--- src/rtl/dummy_adc_frontend.sv ---
// dummy_adc_frontend
//   Behavioural stand-in for the mixed-signal ADC front end: PLL lock model,
//   sample-tick divider, analog mux with synthetic channel values and a
//   successive-tick ADC conversion model. Fully synchronous to clk.
//
// Ports
//   clk          single clock (PCLK)
//   reset        asynchronous active-low reset (PRESETn)
//   PLL_CONTROL  [0]=PLL enable, [11:8]=sample tick divider DIV
//   INPUT_SEL    [log2(NUM_CH)-1:0]=mux channel
//   ADC_TRIGGER  [0]=conversion start, rising-edge sensitive
//   STATUS       [0] busy [1] done [2] locked [3] overrun [4] error
//                [10:8] latched channel [23:16] conversion count
//   MEASUREMENT  last completed result, zero-extended from ADC_BITS
module dummy_adc_frontend #(
  parameter int unsigned DATA_WIDTH  = 32,
  parameter int unsigned ADC_BITS    = 12,
  parameter int unsigned NUM_CH      = 8,
  parameter int unsigned LOCK_CYCLES = 16
) (
  input  logic                  clk,
  input  logic                  reset,
  input  logic [DATA_WIDTH-1:0] PLL_CONTROL,
  input  logic [DATA_WIDTH-1:0] INPUT_SEL,
  input  logic [DATA_WIDTH-1:0] ADC_TRIGGER,
  output logic [DATA_WIDTH-1:0] STATUS,
  output logic [DATA_WIDTH-1:0] MEASUREMENT
);

  localparam int unsigned CH_W   = (NUM_CH > 1) ? $clog2(NUM_CH) : 1;
  localparam int unsigned LOCK_W = $clog2(LOCK_CYCLES + 1);
  localparam int unsigned BIT_W  = $clog2(ADC_BITS);

  typedef enum logic {
    S_IDLE,
    S_CONV
  } state_e;

  state_e              state_q, state_d;
  logic [LOCK_W-1:0]   lock_cnt_q, lock_cnt_d;
  logic                locked_q, locked_d;
  logic [3:0]          div_q, div_d;
  logic [3:0]          div_cnt_q, div_cnt_d;
  logic [BIT_W-1:0]    bit_cnt_q, bit_cnt_d;
  logic                trig_prev_q;
  logic                done_q, done_d;
  logic                overrun_q, overrun_d;
  logic                error_q, error_d;
  logic [CH_W-1:0]     ch_q, ch_d;
  logic [ADC_BITS-1:0] sample_q, sample_d;
  logic [ADC_BITS-1:0] meas_q, meas_d;
  logic [7:0]          conv_cnt_q, conv_cnt_d;

  logic                pll_en;
  logic                trig_rise;
  logic                tick;
  logic [CH_W-1:0]     ch_sel;
  logic [ADC_BITS-1:0] synth_val;
  logic                unused_bits;

  assign pll_en    = PLL_CONTROL[0];
  assign ch_sel    = INPUT_SEL[CH_W-1:0];
  assign trig_rise = ADC_TRIGGER[0] & ~trig_prev_q;
  assign tick      = locked_q && (div_cnt_q == div_q);
  assign synth_val = (ADC_BITS'(ch_sel) << (ADC_BITS - 3)) + ADC_BITS'(conv_cnt_q);

  assign unused_bits = ^{PLL_CONTROL[DATA_WIDTH-1:12], PLL_CONTROL[7:1],
                         INPUT_SEL[DATA_WIDTH-1:CH_W], ADC_TRIGGER[DATA_WIDTH-1:1]};

  always_comb begin
    state_d    = state_q;
    lock_cnt_d = lock_cnt_q;
    locked_d   = locked_q;
    div_d      = div_q;
    div_cnt_d  = div_cnt_q;
    bit_cnt_d  = bit_cnt_q;
    done_d     = done_q;
    overrun_d  = overrun_q;
    error_d    = error_q;
    ch_d       = ch_q;
    sample_d   = sample_q;
    meas_d     = meas_q;
    conv_cnt_d = conv_cnt_q;

    // PLL lock: saturating count of enabled clocks
    if (!pll_en) begin
      lock_cnt_d = '0;
      locked_d   = 1'b0;
    end else begin
      if (lock_cnt_q != LOCK_W'(LOCK_CYCLES)) begin
        lock_cnt_d = lock_cnt_q + LOCK_W'(1);
      end
      locked_d = (lock_cnt_d == LOCK_W'(LOCK_CYCLES));
    end

    // Tick divider: DIV is only sampled at a wrap so a change never
    // shortens or stretches the period in flight
    if (!locked_q || tick) begin
      div_cnt_d = '0;
      div_d     = PLL_CONTROL[11:8];
    end else begin
      div_cnt_d = div_cnt_q + 4'd1;
    end

    case (state_q)
      S_IDLE: begin
        if (trig_rise) begin
          if (locked_q && pll_en) begin
            state_d   = S_CONV;
            ch_d      = ch_sel;
            sample_d  = synth_val;
            done_d    = 1'b0;
            error_d   = 1'b0;
            overrun_d = 1'b0;
            bit_cnt_d = '0;
            // acceptance restarts the divider so the first tick lands DIV+1 clocks later
            div_cnt_d = '0;
            div_d     = PLL_CONTROL[11:8];
          end else begin
            error_d = 1'b1;
          end
        end
      end
      S_CONV: begin
        if (trig_rise) begin
          overrun_d = 1'b1;
        end
        if (!pll_en) begin
          state_d = S_IDLE;
          done_d  = 1'b0;
          error_d = 1'b1;
        end else if (tick) begin
          if (bit_cnt_q == BIT_W'(ADC_BITS - 1)) begin
            state_d    = S_IDLE;
            done_d     = 1'b1;
            meas_d     = sample_q;
            conv_cnt_d = conv_cnt_q + 8'd1;
          end else begin
            bit_cnt_d = bit_cnt_q + BIT_W'(1);
          end
        end
      end
      default: state_d = S_IDLE;
    endcase
  end

  always_ff @(posedge clk or negedge reset) begin
    if (!reset) begin
      state_q     <= S_IDLE;
      lock_cnt_q  <= '0;
      locked_q    <= 1'b0;
      div_q       <= '0;
      div_cnt_q   <= '0;
      bit_cnt_q   <= '0;
      trig_prev_q <= 1'b0;
      done_q      <= 1'b0;
      overrun_q   <= 1'b0;
      error_q     <= 1'b0;
      ch_q        <= '0;
      sample_q    <= '0;
      meas_q      <= '0;
      conv_cnt_q  <= '0;
    end else begin
      state_q     <= state_d;
      lock_cnt_q  <= lock_cnt_d;
      locked_q    <= locked_d;
      div_q       <= div_d;
      div_cnt_q   <= div_cnt_d;
      bit_cnt_q   <= bit_cnt_d;
      trig_prev_q <= ADC_TRIGGER[0];
      done_q      <= done_d;
      overrun_q   <= overrun_d;
      error_q     <= error_d;
      ch_q        <= ch_d;
      sample_q    <= sample_d;
      meas_q      <= meas_d;
      conv_cnt_q  <= conv_cnt_d;
    end
  end

  assign STATUS = DATA_WIDTH'({conv_cnt_q, 5'b0, 3'(ch_q), 3'b0,
                               error_q, overrun_q, locked_q, done_q,
                               (state_q == S_CONV)});
  assign MEASUREMENT = DATA_WIDTH'(meas_q);

endmodule

--- config.mk ---
export PLATFORM = sky130hd
export DESIGN_NAME = dummy_adc_frontend
export DESIGN_NICKNAME = d
export VERILOG_FILES = /design/src/rtl/dummy_adc_frontend.sv
export SDC_FILE = /design/constraint.sdc
export NUM_CORES = 1
export LEC_CHECK = 0
export ABC_AREA = 0
export BUFFER_PORTS_ARGS = -buffer_cell sky130_fd_sc_hd__buf_4
export CAP_MARGIN = 30
export CORE_UTILIZATION = 40
export DETAILED_ROUTE_END_ITERATION = 8
export PLACE_DENSITY = 0.86
export SLEW_MARGIN = 40
export SYNTH_ARGS = -nofsm -noshare
export SYNTH_HDL_FRONTEND = slang
export SYNTH_SLANG_ARGS = --single-unit
--- constraint.sdc ---
create_clock -name clk -period 2.15 [get_ports clk]
set_input_delay 0.3225 -clock clk [delete_from_list [all_inputs] [get_ports clk]]
set_output_delay 0.3225 -clock clk [all_outputs]
set_load 0.02 [all_outputs]
==> impl_results.md, run 1 <==
* Setup bufs post-CTS at 0
* Min-Delay Path Class: in2async
* CTS tree: built
* Met2 Routed Length at 1985 um
* Routed wl met3 at 260 um
* H-Tree Depth at 2
* Post-cts resize count at 0
* # rows at 29
* Mapped cell area at approximately 2700 um2
* Antenna violations before repair at 0
* Top Layer Used: met4
* RR Startpoint: bit_cnt_q[0]$_DFFE_PN0P_
* Sequential area share after synthesis at 0.4937
* Worst Setup Start Kind: flop
* Critical Path Sink Type: flop
* Skew final at 0.006799 ns
* Clk pin slew, worst setup/hold paths at 0.10 ns
* R2R Setup Slk at around 0.37 ns
* Placed cell area at 2854 um2
* Max cap viols at 0
* Yosys warning count at 0
* Main flop type after synthesis: dfrtp_1
* Hold Buf Count CTS at 0
* Final #Nets at 383
* Final setup TNS at 0 ns
* Reg2reg end: meas_q[10]$_DFFE_PN0P_
* Die width at 83.95 um
* Total length of routed wires at around 4300 um
* Max Fanout on Critical Path at 13
* Avg Vias per Cell at between 4 and 5
* Clk Latency, worst-skew pair at approximately 0.31 ns
* Drt drc at 14
* Die Area at 7048 um2
* CP required at 2.36 ns
* Post-DP HPWL at 3134 um
* Vias in the first global route at 1584
* Status: finished with violations
* I/O Pins at ~160
* Post-Route M1 WL at 1998 um
* Syn_area_per_cell at 10.88 um2
* GRT Total Usage at 0.1342
* Post-synth EDFFs at 0
* Router iterations before antenna repair at 6
* Slew Limit Fails at 0
* Clock root buffer: clkbuf_8
* P_leak at about 0.0016 uW
* Most frequent cells in the layout: 53 x dfrtp_1, 43 x nand2_1, 40 x buf_4, 37 x conb_1
* First-pass GRT wire length at around 7400 um
* Post-synth cell types at 41
* Final setup fails at 0
* Worst-margin pin slew at 0.6447 ns
* I/O Buffers at 37
* Slew HR at 0.5702
* Final GP Congestion at 0.7584
* Wire per inst at between 10 and 15 um
* Die span in y at 83.95 um
* Fin crit period at 1.776 ns
* Critical path class: reg2reg
* Clock Path Buffers at 2
* DRT antenna net count at 0
* Unrepaired setup endpoints after global routing: false
* Layout cell share with drive strength beyond 1 at 0.2633
* Fill cells at around 600
* Final hold violations at 0
* N_diodes at 0
* Final worst path period share at 0.8262
* DRT iter0 DRCs at 98
* Core ar. at 6422 um2
* CTS Buf Count at 5
* Grt ovf at 0
* R2R cell count at 6
* Peak VDD IR at 0.0003877 V
* Mapped Cells at 247
* Design area at 2944 um2
* Data arrival time of the critical path at 1.98 ns
* Largest net degree at the start of global routing at 54
* Asr flop ratio synth at 1.000
* PwrDens at around 580 nW/um2
* Most common cell after layout, fill and taps aside: dfrtp_1
* Sink count of the clock tree at 53
* Area Overhead vs Synth at 9.595%
* Failing checks: design-rule violations
* Routed vias at ~1700
* Max Clock Freq at about 0.56 GHz
* Initial Utilization at 0.4183
* #FFs+latches synth at 53
-- stage by stage --
step | util | instances | power [uW] | setup slack (ns) | hold WS, ns
2_1_floorplan | - | 283 | 1165 | 0.4736 | 0.02691
3_3_place_gp | 0.4444 | 350 | 1152 | 0.4610 | 0.3899
3_5_place_dp | 0.4444 | 350 | 1156 | 0.4129 | 0.4014
4_1_cts | 0.4584 | 358 | 1728 | 0.3821 | 0.05165
5_1_grt | 0.4584 | 358 | 1783 | 0.2833 | 0.07079
6_report | 0.4584 | 358 | 1700 | 0.3738 | 0.02243
-- worst max-delay path, cell delays in order (launching register included) --
cell,delay [ns]
dfrtp_1,0.40
ha_1,0.19
nand3b_1,0.16
nand2b_4,0.21
or2_1,0.25
buf_12,0.16
mux2_4,0.29
-- layout make-up --
| class | instances | area [um2] | area share |
|---|---|---|---|
| well taps | 77 | 96.34 | 0.03272 |
| inverters | 7 | 26.28 | 0.008925 |
| flip-flops and latches | 53 | 1326 | 0.4505 |
| repair buffers | 41 | 320.3 | 0.1088 |
| multi-input cells | 172 | 1085 | 0.3685 |
| clock buffers | 5 | 68.82 | 0.02337 |
| clock inverters | 3 | 21.27 | 0.007225 |
-- cells by family (layout without fill, tap and decap cells) --
logic type	Yosys count	after routing	share of synthesized area
xor gates and xnor gates	16	16	0.05217
other	1	37	0.001396
adders and majority gates	5	5	0.02329
DFF	53	53	0.4937
AOI/OAI and AO/OA	10	10	0.02236
buffers and inverters	58	56	0.1528
and+or+nand+nor	85	85	0.1635
muxes	19	19	0.09083
-- worst max path at each step --
| stage | end | cells after the start | from |
|---|---|---|---|
| final | meas_q[10]$_DFFE_PN0P_ | 6 | bit_cnt_q[0]$_DFFE_PN0P_ |
| after global routing | meas_q[10]$_DFFE_PN0P_ | 6 | bit_cnt_q[0]$_DFFE_PN0P_ |
| after CTS | meas_q[10]$_DFFE_PN0P_ | 6 | bit_cnt_q[0]$_DFFE_PN0P_ |
| after detailed placement | meas_q[10]$_DFFE_PN0P_ | 6 | bit_cnt_q[0]$_DFFE_PN0P_ |
| after global placement | meas_q[11]$_DFFE_PN0P_ | 6 | bit_cnt_q[0]$_DFFE_PN0P_ |
| after floorplan | conv_cnt_q[1]$_DFFE_PN0P_ | 7 | bit_cnt_q[0]$_DFFE_PN0P_ |
-- metal layers --
| metal | track usage | up-vias |
|---|---|---|
| met5 | 0 | - |
| met4 | 0.05643 | 0 |
| met3 | 0.03660 | 8 |
| met2 | 0.2183 | 59 |
| met1 | 0.1679 | 796 |
| li1 | - | 791 |
-- synthesized netlist by cell type (2+ instances only) --
cell type  count  area, um2
nor3_1         5      25.02
mux2_4         9      135.1
nand2_1       43      161.4
ha_1           5      62.56
buf_4         45      337.8
nor2_1         6      22.52
mux2_2         7      78.83
nand3_1        4      20.02
nand3b_1       5      37.54
a21oi_1        2      10.01
xor2_1         7      61.31
nand4_1        2      12.51
xnor2_1        9      78.83
mux2i_1        3      30.03
inv_1          7      26.28
nor4_1         2      12.51
and2_2         4      30.03
o21ai_0        4      20.02
dfrtp_1       53       1326
clkbuf_1       4      15.01
-- report_power, final --
part | total, uW | internal [uW] | switching [uW]
sequential | 1010 | 1010 | 8.31
combinational | 121 | 28.8 | 92.0
clock | 565 | 231 | 334
-- state kept, by name, summed over array words and instances, names as in the netlist --
signal       count
bit_cnt_q        4
overrun_q        1
error_q          1
locked_q         1
state_q          1
lock_cnt_q       5
div_cnt_q        4
meas_q          11
div_q            4
conv_cnt_q       8
trig_prev_q      1
sample_q         8
ch_q             3
done_q           1
Power figures use the tool's default switching activity.
==> run 2, diff against run 1 <==
--- a/config.mk
+++ b/config.mk
@@ -5,12 +5,12 @@
 export SDC_FILE = /design/constraint.sdc
 export NUM_CORES = 1
 export LEC_CHECK = 0
-export ABC_AREA = 0
+export ABC_AREA = 1
 export BUFFER_PORTS_ARGS = -buffer_cell sky130_fd_sc_hd__buf_4
 export CAP_MARGIN = 30
 export CORE_UTILIZATION = 40
 export DETAILED_ROUTE_END_ITERATION = 8
-export PLACE_DENSITY = 0.86
+export PLACE_DENSITY = 0.88
 export SLEW_MARGIN = 40
 export SYNTH_ARGS = -nofsm -noshare
 export SYNTH_HDL_FRONTEND = slang
==> constraint.sdc (replaced) <==
create_clock -name clk -period 1.58 [get_ports clk]
set_input_delay 0.237 -clock clk [delete_from_list [all_inputs] [get_ports clk]]
set_output_delay 0.237 -clock clk [all_outputs]
set_load 0.02 [all_outputs]
==> impl_results.md, run 2 <==
* Mux cell area share after synthesis at 0 (-0.09082)
* Grt ovf at 0 (unchanged)
* Adder-cell share of the synthesized area at 0.02227 (-0.001017)
* Final setup margin at 0.1141 ns (-0.2597 ns)
* Reg with most FFs: meas_q
* Max Fanout on Critical Path at 12 (-1)
* Main flop type after synthesis: dfrtp_1
* Clk Latency, worst-skew pair at 0.30 ns (about the same)
* Max Clock Freq at 0.6822 GHz (+21%)
* Unrepaired setup endpoints after global routing: false
* GRT Total Usage at 0.1453 (+0.01109)
* Simple-gate area share of the yosys netlist at 0.2588 (+0.09531)
* H-Tree Depth at 2 (unchanged)
* Slew Limit Fails at 0 (unchanged)
* I/O Buffers at 37 (unchanged)
* Final worst path period share at 0.9278 (+0.1016)
* Most frequent cell after synthesis: nand2_1
* CTS tree: built
* Core ar. at 6794 um2 (+5.8%)
* Most common cell after layout, fill and taps aside: nand2_1
* # rows at 30 (+3.4%)
* Area Overhead vs Synth at 12.87%
* Final setup fails at 0 (unchanged)
* Largest cells by area after synthesis: dfrtp_1 47%, nand2_1 14%, buf_4 13%
* Max cap viols at 0 (unchanged)
* PwrDens at 830.6 nW/um2 (+44%)
* Status: finished clean
* Final #Nets at 473 (+23%)
* Total length of routed wires at 5166 um (+20%)
* P_leak at 0.001758 uW (+11%)
* XOR/XNOR Fraction of Synth Area at 0.03742 (-0.01475)
* Fill cells at 634 (+3.9%)
* Fin crit period at 1.466 ns (-0.3103 ns)
* Asr flop ratio synth at 1.000 (unchanged)
* Sequential area share after synthesis at 0.4722 (-0.02155)
* #FFs+latches synth at 53 (unchanged)
* Worst Setup Start Kind: flop
* Met1 usage at 0.1935 (+0.02559)
* Design area at 3171 um2 (+7.7%)
* Final std cells w/o fill at 467 (+30%)
* Sink count of the clock tree at 53 (unchanged)
* Cell total after placement at 457 (+31%)
* Post-synth EDFFs at 0 (unchanged)
* Initial Utilization at 0.4134 (-0.004830)
* Mapped Cells at 336 (+36%)
* Die span in y at 85.80 um (+2.2%)
* Largest registers: meas_q: 11 flops, conv_cnt_q: 8 flops, sample_q: 8 flops
* Slew HR at 0.5745 (+0.004322)
* Clk pin slew, worst setup/hold paths at 0.09 ns (about the same)
* Post-DP HPWL at 3648 um (+16%)
* Router iterations before antenna repair at 4 (-2)
* Busiest metal layer after global routing: met2
* Drt drc at 0 (-14)
* Avg Vias per Cell at 4.520 (-2.2%)
* Placed cell area at 3004 um2 (+5.3%)
* Worst-margin pin slew at 0.6382 ns (-0.006484 ns)
* Met2 Use GR at 0.2407 (+0.02240)
* Routed vias at 2111 (+28%)
* Main combinational cell family by area after synthesis: simple AND/OR/NAND/NOR gates
* Largest net degree at the start of global routing at 54 (unchanged)
* Syn_area_per_cell at 8.360 um2 (-23%)
* Final hold violations at 0 (unchanged)
* Sequential Area at 1326 um2 (unchanged)
* M3 GR Usage at 0.03369 (-0.002911)
* DRT iter0 DRCs at 136 (+39%)
* Wire per inst at 11.06 um (-8.3%)
* Critical Path Sink Type: flop
* Yosys warning count at 0 (unchanged)
* CTS Buf Count at 5 (unchanged)
* Clock Path Buffers at 2 (unchanged)
* Antenna violations before repair at 0 (unchanged)
* Data arrival time of the critical path at 1.66 ns (-0.32 ns)
* Top cells by count, synth: 104 x nand2_1, 53 x dfrtp_1, 48 x buf_4
* Hold_ws at 0.05483 ns (+0.03240 ns)
* I/O Pins at 162 (unchanged)
* Final GP Congestion at 0.7770 (+2.5%)
* DRT antenna net count at 0 (unchanged)
* Cell taking the most area after synthesis: dfrtp_1
* Mapped cell area at 2809 um2 (+4.6%)
* Critical path class: reg2reg
* Clock root buffer: clkbuf_8
* Most frequent cells in the layout: 103 x nand2_1, 53 x dfrtp_1, 45 x buf_4, 37 x conb_1, 27 x inv_1
* Synth Area in Compound Gates at 0.02138 (-0.0009759)
* Die width at 85.80 um (+2.2%)
* CP required at 1.77 ns (-0.59 ns)
* Vias in the first global route at 1937 (+22%)
* First-pass GRT wire length at 8673 um (+17%)
* Skew final at 0.005451 ns (-0.001349 ns)
* Max reg flops at 11 (unchanged)
* Min-Delay Path Class: in2reg
* Die Area at 7362 um2 (+4.5%)
* Layout cell share with drive strength beyond 1 at 0.1779 (-0.08545)
* Post-synth cell types at 24 (-41%)
* Pre-CTS WS at 0.07232 ns (-0.3406 ns)
* N_diodes at 0 (unchanged)
* Peak VDD IR at 0.0003290 V (-15%)
* R2R Setup Slk at 0.11 ns (-0.26 ns)
* Yosys top cell area share at 0.4722 (-0.02155)
* Final setup TNS at 0 ns (unchanged)
* Multi-input logic area at 1101 um2 (+1.5%)
## run 2: changes by cell type after synthesis, moves of 6 or more
cell and delta:
nand4_1 +18, o21ai_0 +7, nand2_1 +61, mux2_4 -9
inv_1 +21, nand3_1 +12, mux2_2 -7, xnor2_1 -6
nor2_1 +12
## run 2: cell type report
class | instances | area share
tap | 96 | 0.03788
sequential | 53 | 0.4183
clock buffer | 5 | 0.02170
inverter | 30 | 0.03828
timing repair buffer | 47 | 0.1160
clock inverter | 3 | 0.02052
multi-input combinational | 233 | 0.3473
## run 2: final timing paths
| path | start | cells after the start | endpoint |
|---|---|---|---|
| hold / removal | ADC_TRIGGER[0] | 1 | trig_prev_q$_DFF_PN0_ |
| hold reg to reg | done_q$_DFFE_PN0P_ | 2 | done_q$_DFFE_PN0P_ |
| setup / recovery | div_cnt_q[0]$_DFF_PN0_ | 9 | meas_q[10]$_DFFE_PN0P_ |
| setup reg to reg | div_cnt_q[0]$_DFF_PN0_ | 9 | meas_q[10]$_DFFE_PN0P_ |
| min in group asynchronous | reset | 2 | sample_q[3]$_DFFE_PN0P_ |
| max in group asynchronous | reset | 2 | lock_cnt_q[3]$_DFF_PN0_ |
## run 2: power by group
group | total [uW] | switching (uW) | internal, uW
registers | 1390 | 11.9 | 1370
logic | 203 | 154 | 49.3
clock network | 1040 | 416 | 629
total | 2630 | 582 | 2050
## run 2: critical path, cell delays in order (launching register included)
cell	delay, ns
dfrtp_1	0.41
nand2_1	0.10
nand2_1	0.07
nor2_2	0.14
nand3_2	0.13
clkinv_4	0.11
nand3_2	0.07
buf_4	0.19
nand2_1	0.07
nand2_1	0.06
## run 2: stage by stage
step	total power [uW]	util
finish	2633	0.4667
global route	2738	0.4667
CTS	2665	0.4634
detailed placement	1614	0.4422
global placement	1606	0.4422
floorplan	1621	-
## run 2: what timing repair did
item / in CTS / in global routing
endpoints found under the hold margin: 53 / 0
endpoints found under the setup margin: 0 / 18
buffers inserted: 0 / 1
hold buffers: 1 / 0
resized for setup: 0 / 5
## run 2: layer usage
metal / vias to the layer above / routed length (um)
met5: - / 0
met1: 978 / 2322
li1: 1040 / -
met4: 0 / 50
met2: 89 / 2420
met3: 4 / 373
## run 2: cells by family (layout without fill, tap and decap cells)
group / after synthesis / in the layout
AO/OA/AOI/OAI: 12 / 12
XOR/XNOR: 12 / 12
adder cells (fa/ha/maj): 5 / 5
buffers and inverters: 86 / 85
flip-flops: 53 / 53
other: 1 / 37
AND/OR/NAND/NOR: 167 / 167
==> run 3, diff against run 2 <==
--- a/config.mk
+++ b/config.mk
@@ -9,8 +9,10 @@
 export BUFFER_PORTS_ARGS = -buffer_cell sky130_fd_sc_hd__buf_4
 export CAP_MARGIN = 30
 export CORE_UTILIZATION = 40
+export CTS_BUF_LIST = sky130_fd_sc_hd__clkbuf_2 sky130_fd_sc_hd__clkbuf_4 sky130_fd_sc_hd__clkbuf_8
 export DETAILED_ROUTE_END_ITERATION = 8
 export PLACE_DENSITY = 0.88
+export SETUP_SLACK_MARGIN = 0.4
 export SLEW_MARGIN = 40
 export SYNTH_ARGS = -nofsm -noshare
 export SYNTH_HDL_FRONTEND = slang
==> impl_results.md, run 3 (synthesis results as in run 2) <==
* CP required at 1.82 ns (+0.05 ns)
* CP Cell Sequence: inv_1 -> nand2_1 -> nand2_1 -> nor2_2 -> nand3_2 -> clkinv_4 -> buf_6 -> buf_2 -> nand4_1 -> nand2_1
* Die span in y at 85.80 um (unchanged)
* Grt ovf at 0 (unchanged)
* Most common cell after layout, fill and taps aside: nand2_1
* Max cap viols at 0 (unchanged)
* RR Startpoint: div_cnt_q[1]$_DFF_PN0_
* Unrepaired setup endpoints after global routing: true
* Vias in the first global route at 2170 (+12%)
* Multi-input logic area at 1411 um2 (+28%)
* I/O Pins at 162 (unchanged)
* Hold Crit Start: ADC_TRIGGER[0]
* Sequential Area at 1333 um2 (+0.47%)
* Area Overhead vs Synth at 33.54%
* Clock root buffer: clkbuf_8
* Reg2reg end: conv_cnt_q[1]$_DFFE_PN0P_
* Wire per inst at 13.62 um (+23%)
* Final #Nets at 503 (+6.3%)
* Fill cells at 533 (-16%)
* Die Area at 7362 um2 (unchanged)
* GRT Total Usage at 0.1662 (+0.02090)
* Post-DP HPWL at 3849 um (+5.5%)
* PwrDens at 646.4 nW/um2 (-22%)
* Max reg flops at 11 (unchanged)
* Total length of routed wires at 6771 um (+31%)
* First-pass GRT wire length at 9729 um (+12%)
* Critical Path Sink Type: flop
* Most frequent cells in the layout: 61 x nand2_1, 57 x buf_4, 48 x dfrtp_1, 37 x conb_1, 35 x nand2_2
* Drt drc at 0 (unchanged)
* Slew Limit Fails at 0 (unchanged)
* Hold Path Stages at 1 (unchanged)
* N_diodes at 0 (unchanged)
* Pwr Total at 2425 uW (-7.9%)
* Design area at 3751 um2 (+18%)
* H-Tree Depth at 2 (unchanged)
* Fin crit period at 1.466 ns (-0.0001380 ns)
* Clock Path Buffers at 2 (unchanged)
* Slowest CP cell: dfrtp_1
* Status: finished clean
* Worst hold endpoint: trig_prev_q$_DFF_PN0_
* Sink count of the clock tree at 53 (unchanged)
* Min-Delay Path Class: in2reg
* Routed vias at 2369 (+12%)
* R2R cell count at 10 (+1)
* Clk pin slew, worst setup/hold paths at 0.10 ns (about the same)
* Final hold violations at 0 (unchanged)
* # rows at 30 (unchanged)
* Most frequent CP cell: nand2_1
* Buf/Inv on CP at 4 (+2)
* Placed cell area at 3029 um2 (+0.83%)
* Clk Latency, worst-skew pair at 0.31 ns (about the same)
* Worst Setup Start Kind: flop
* Hold_ws at 0.04230 ns (-0.01253 ns)
* DRT antenna net count at 0 (unchanged)
* Router iterations before antenna repair at 4 (unchanged)
* Largest registers: meas_q: 11 flops, conv_cnt_q: 8 flops, sample_q: 8 flops
* P_leak at 0.001957 uW (+11%)
* Skew final at 0.007691 ns (+0.002240 ns)
* Final GP Congestion at 0.8339 (+7.3%)
* Largest stage delay on the critical path at 0.39 ns (-0.02 ns)
* Final setup fails at 0 (unchanged)
* Peak VDD IR at 0.0005135 V (+56%)
* Largest net degree at the start of global routing at 29 (-46%)
* Core ar. at 6794 um2 (unchanged)
* Critical path class: reg2reg
* CTS Buf Count at 5 (unchanged)
* Initial Utilization at 0.4134 (unchanged)
* R2R Setup Slk at 0.11 ns (about the same)
* Reg with most FFs: meas_q
* CTS tree: built
* Data arrival time of the critical path at 1.71 ns (+0.05 ns)
* Max Clock Freq at 0.6822 GHz (about the same)
* Final worst path period share at 0.9277 (about the same)
* I/O Buffers at 37 (unchanged)
* Max Fanout on Critical Path at 4 (-8)
* DRT iter0 DRCs at 160 (+18%)
* Die width at 85.80 um (unchanged)
* Avg Vias per Cell at 4.767 (+5.4%)
* Top Family by Delay on Critical Path: simple AND/OR/NAND/NOR gates
* Layout cell share with drive strength beyond 1 at 0.4165 (+0.2386)
* Antenna violations before repair at 0 (unchanged)
-- run 3: metal layers --
layer  part of all wire  track usage  vias up
li1                   -            -     1100
met1               0.40       0.2076     1151
met2               0.52       0.2836      101
met3              0.056      0.03080       17
met4              0.023      0.06970        0
met5                  0            0        -
-- run 3: worst max-delay path by stage --
stage                             start                         to  slack, ns  cells after the start
5_1_grt          div_cnt_q[0]$_DFF_PN0_  conv_cnt_q[1]$_DFFE_PN0P_      -0.03                     10
6_report         div_cnt_q[1]$_DFF_PN0_  conv_cnt_q[1]$_DFFE_PN0P_       0.11                     10
2_1_floorplan  bit_cnt_q[0]$_DFFE_PN0P_  conv_cnt_q[6]$_DFFE_PN0P_       0.37                      7
4_1_cts          div_cnt_q[2]$_DFF_PN0_     meas_q[10]$_DFFE_PN0P_       0.22                      9
3_5_place_dp     div_cnt_q[3]$_DFF_PN0_     meas_q[10]$_DFFE_PN0P_       0.05                     10
3_3_place_gp     div_cnt_q[3]$_DFF_PN0_      meas_q[9]$_DFFE_PN0P_       0.11                     10
-- run 3: metrics by stage --
stage          setup TNS (ns)  worst slack, ns  utilization  std cells
4_1_cts                     0           0.2178       0.4969        481
2_1_floorplan               0           0.3675            -        372
3_3_place_gp                0           0.1112       0.4459        457
5_1_grt              -0.02709         -0.02709       0.5521        497
3_5_place_dp                0          0.04943       0.4459        457
6_report                    0           0.1142       0.5521        497
-- run 3: layout make-up --
type	instances	area share
Tap cell	96	0.03202
Timing Repair Buffer	76	0.1791
Multi-Input combinational cell	234	0.3762
Clock inverter	3	0.006671
Clock buffer	5	0.01835
Inverter	30	0.03235
Sequential cell	53	0.3552
-- run 3: timing repair --
| action | CTS | global route |
|---|---|---|
| buffers inserted | 14 | 13 |
| pin swaps | 12 | 18 |
| hold buffers | 1 | 0 |
| hold endpoints to repair | 25 | 0 |
| setup endpoints to repair | 50 | 55 |
| cloned | 1 | 3 |
| gates resized for setup | 34 | 78 |
-- run 3: power breakdown --
group          internal [uW]  switching (uW)
registers               1370            17.7
logic                   71.0             173
clock network            321             468
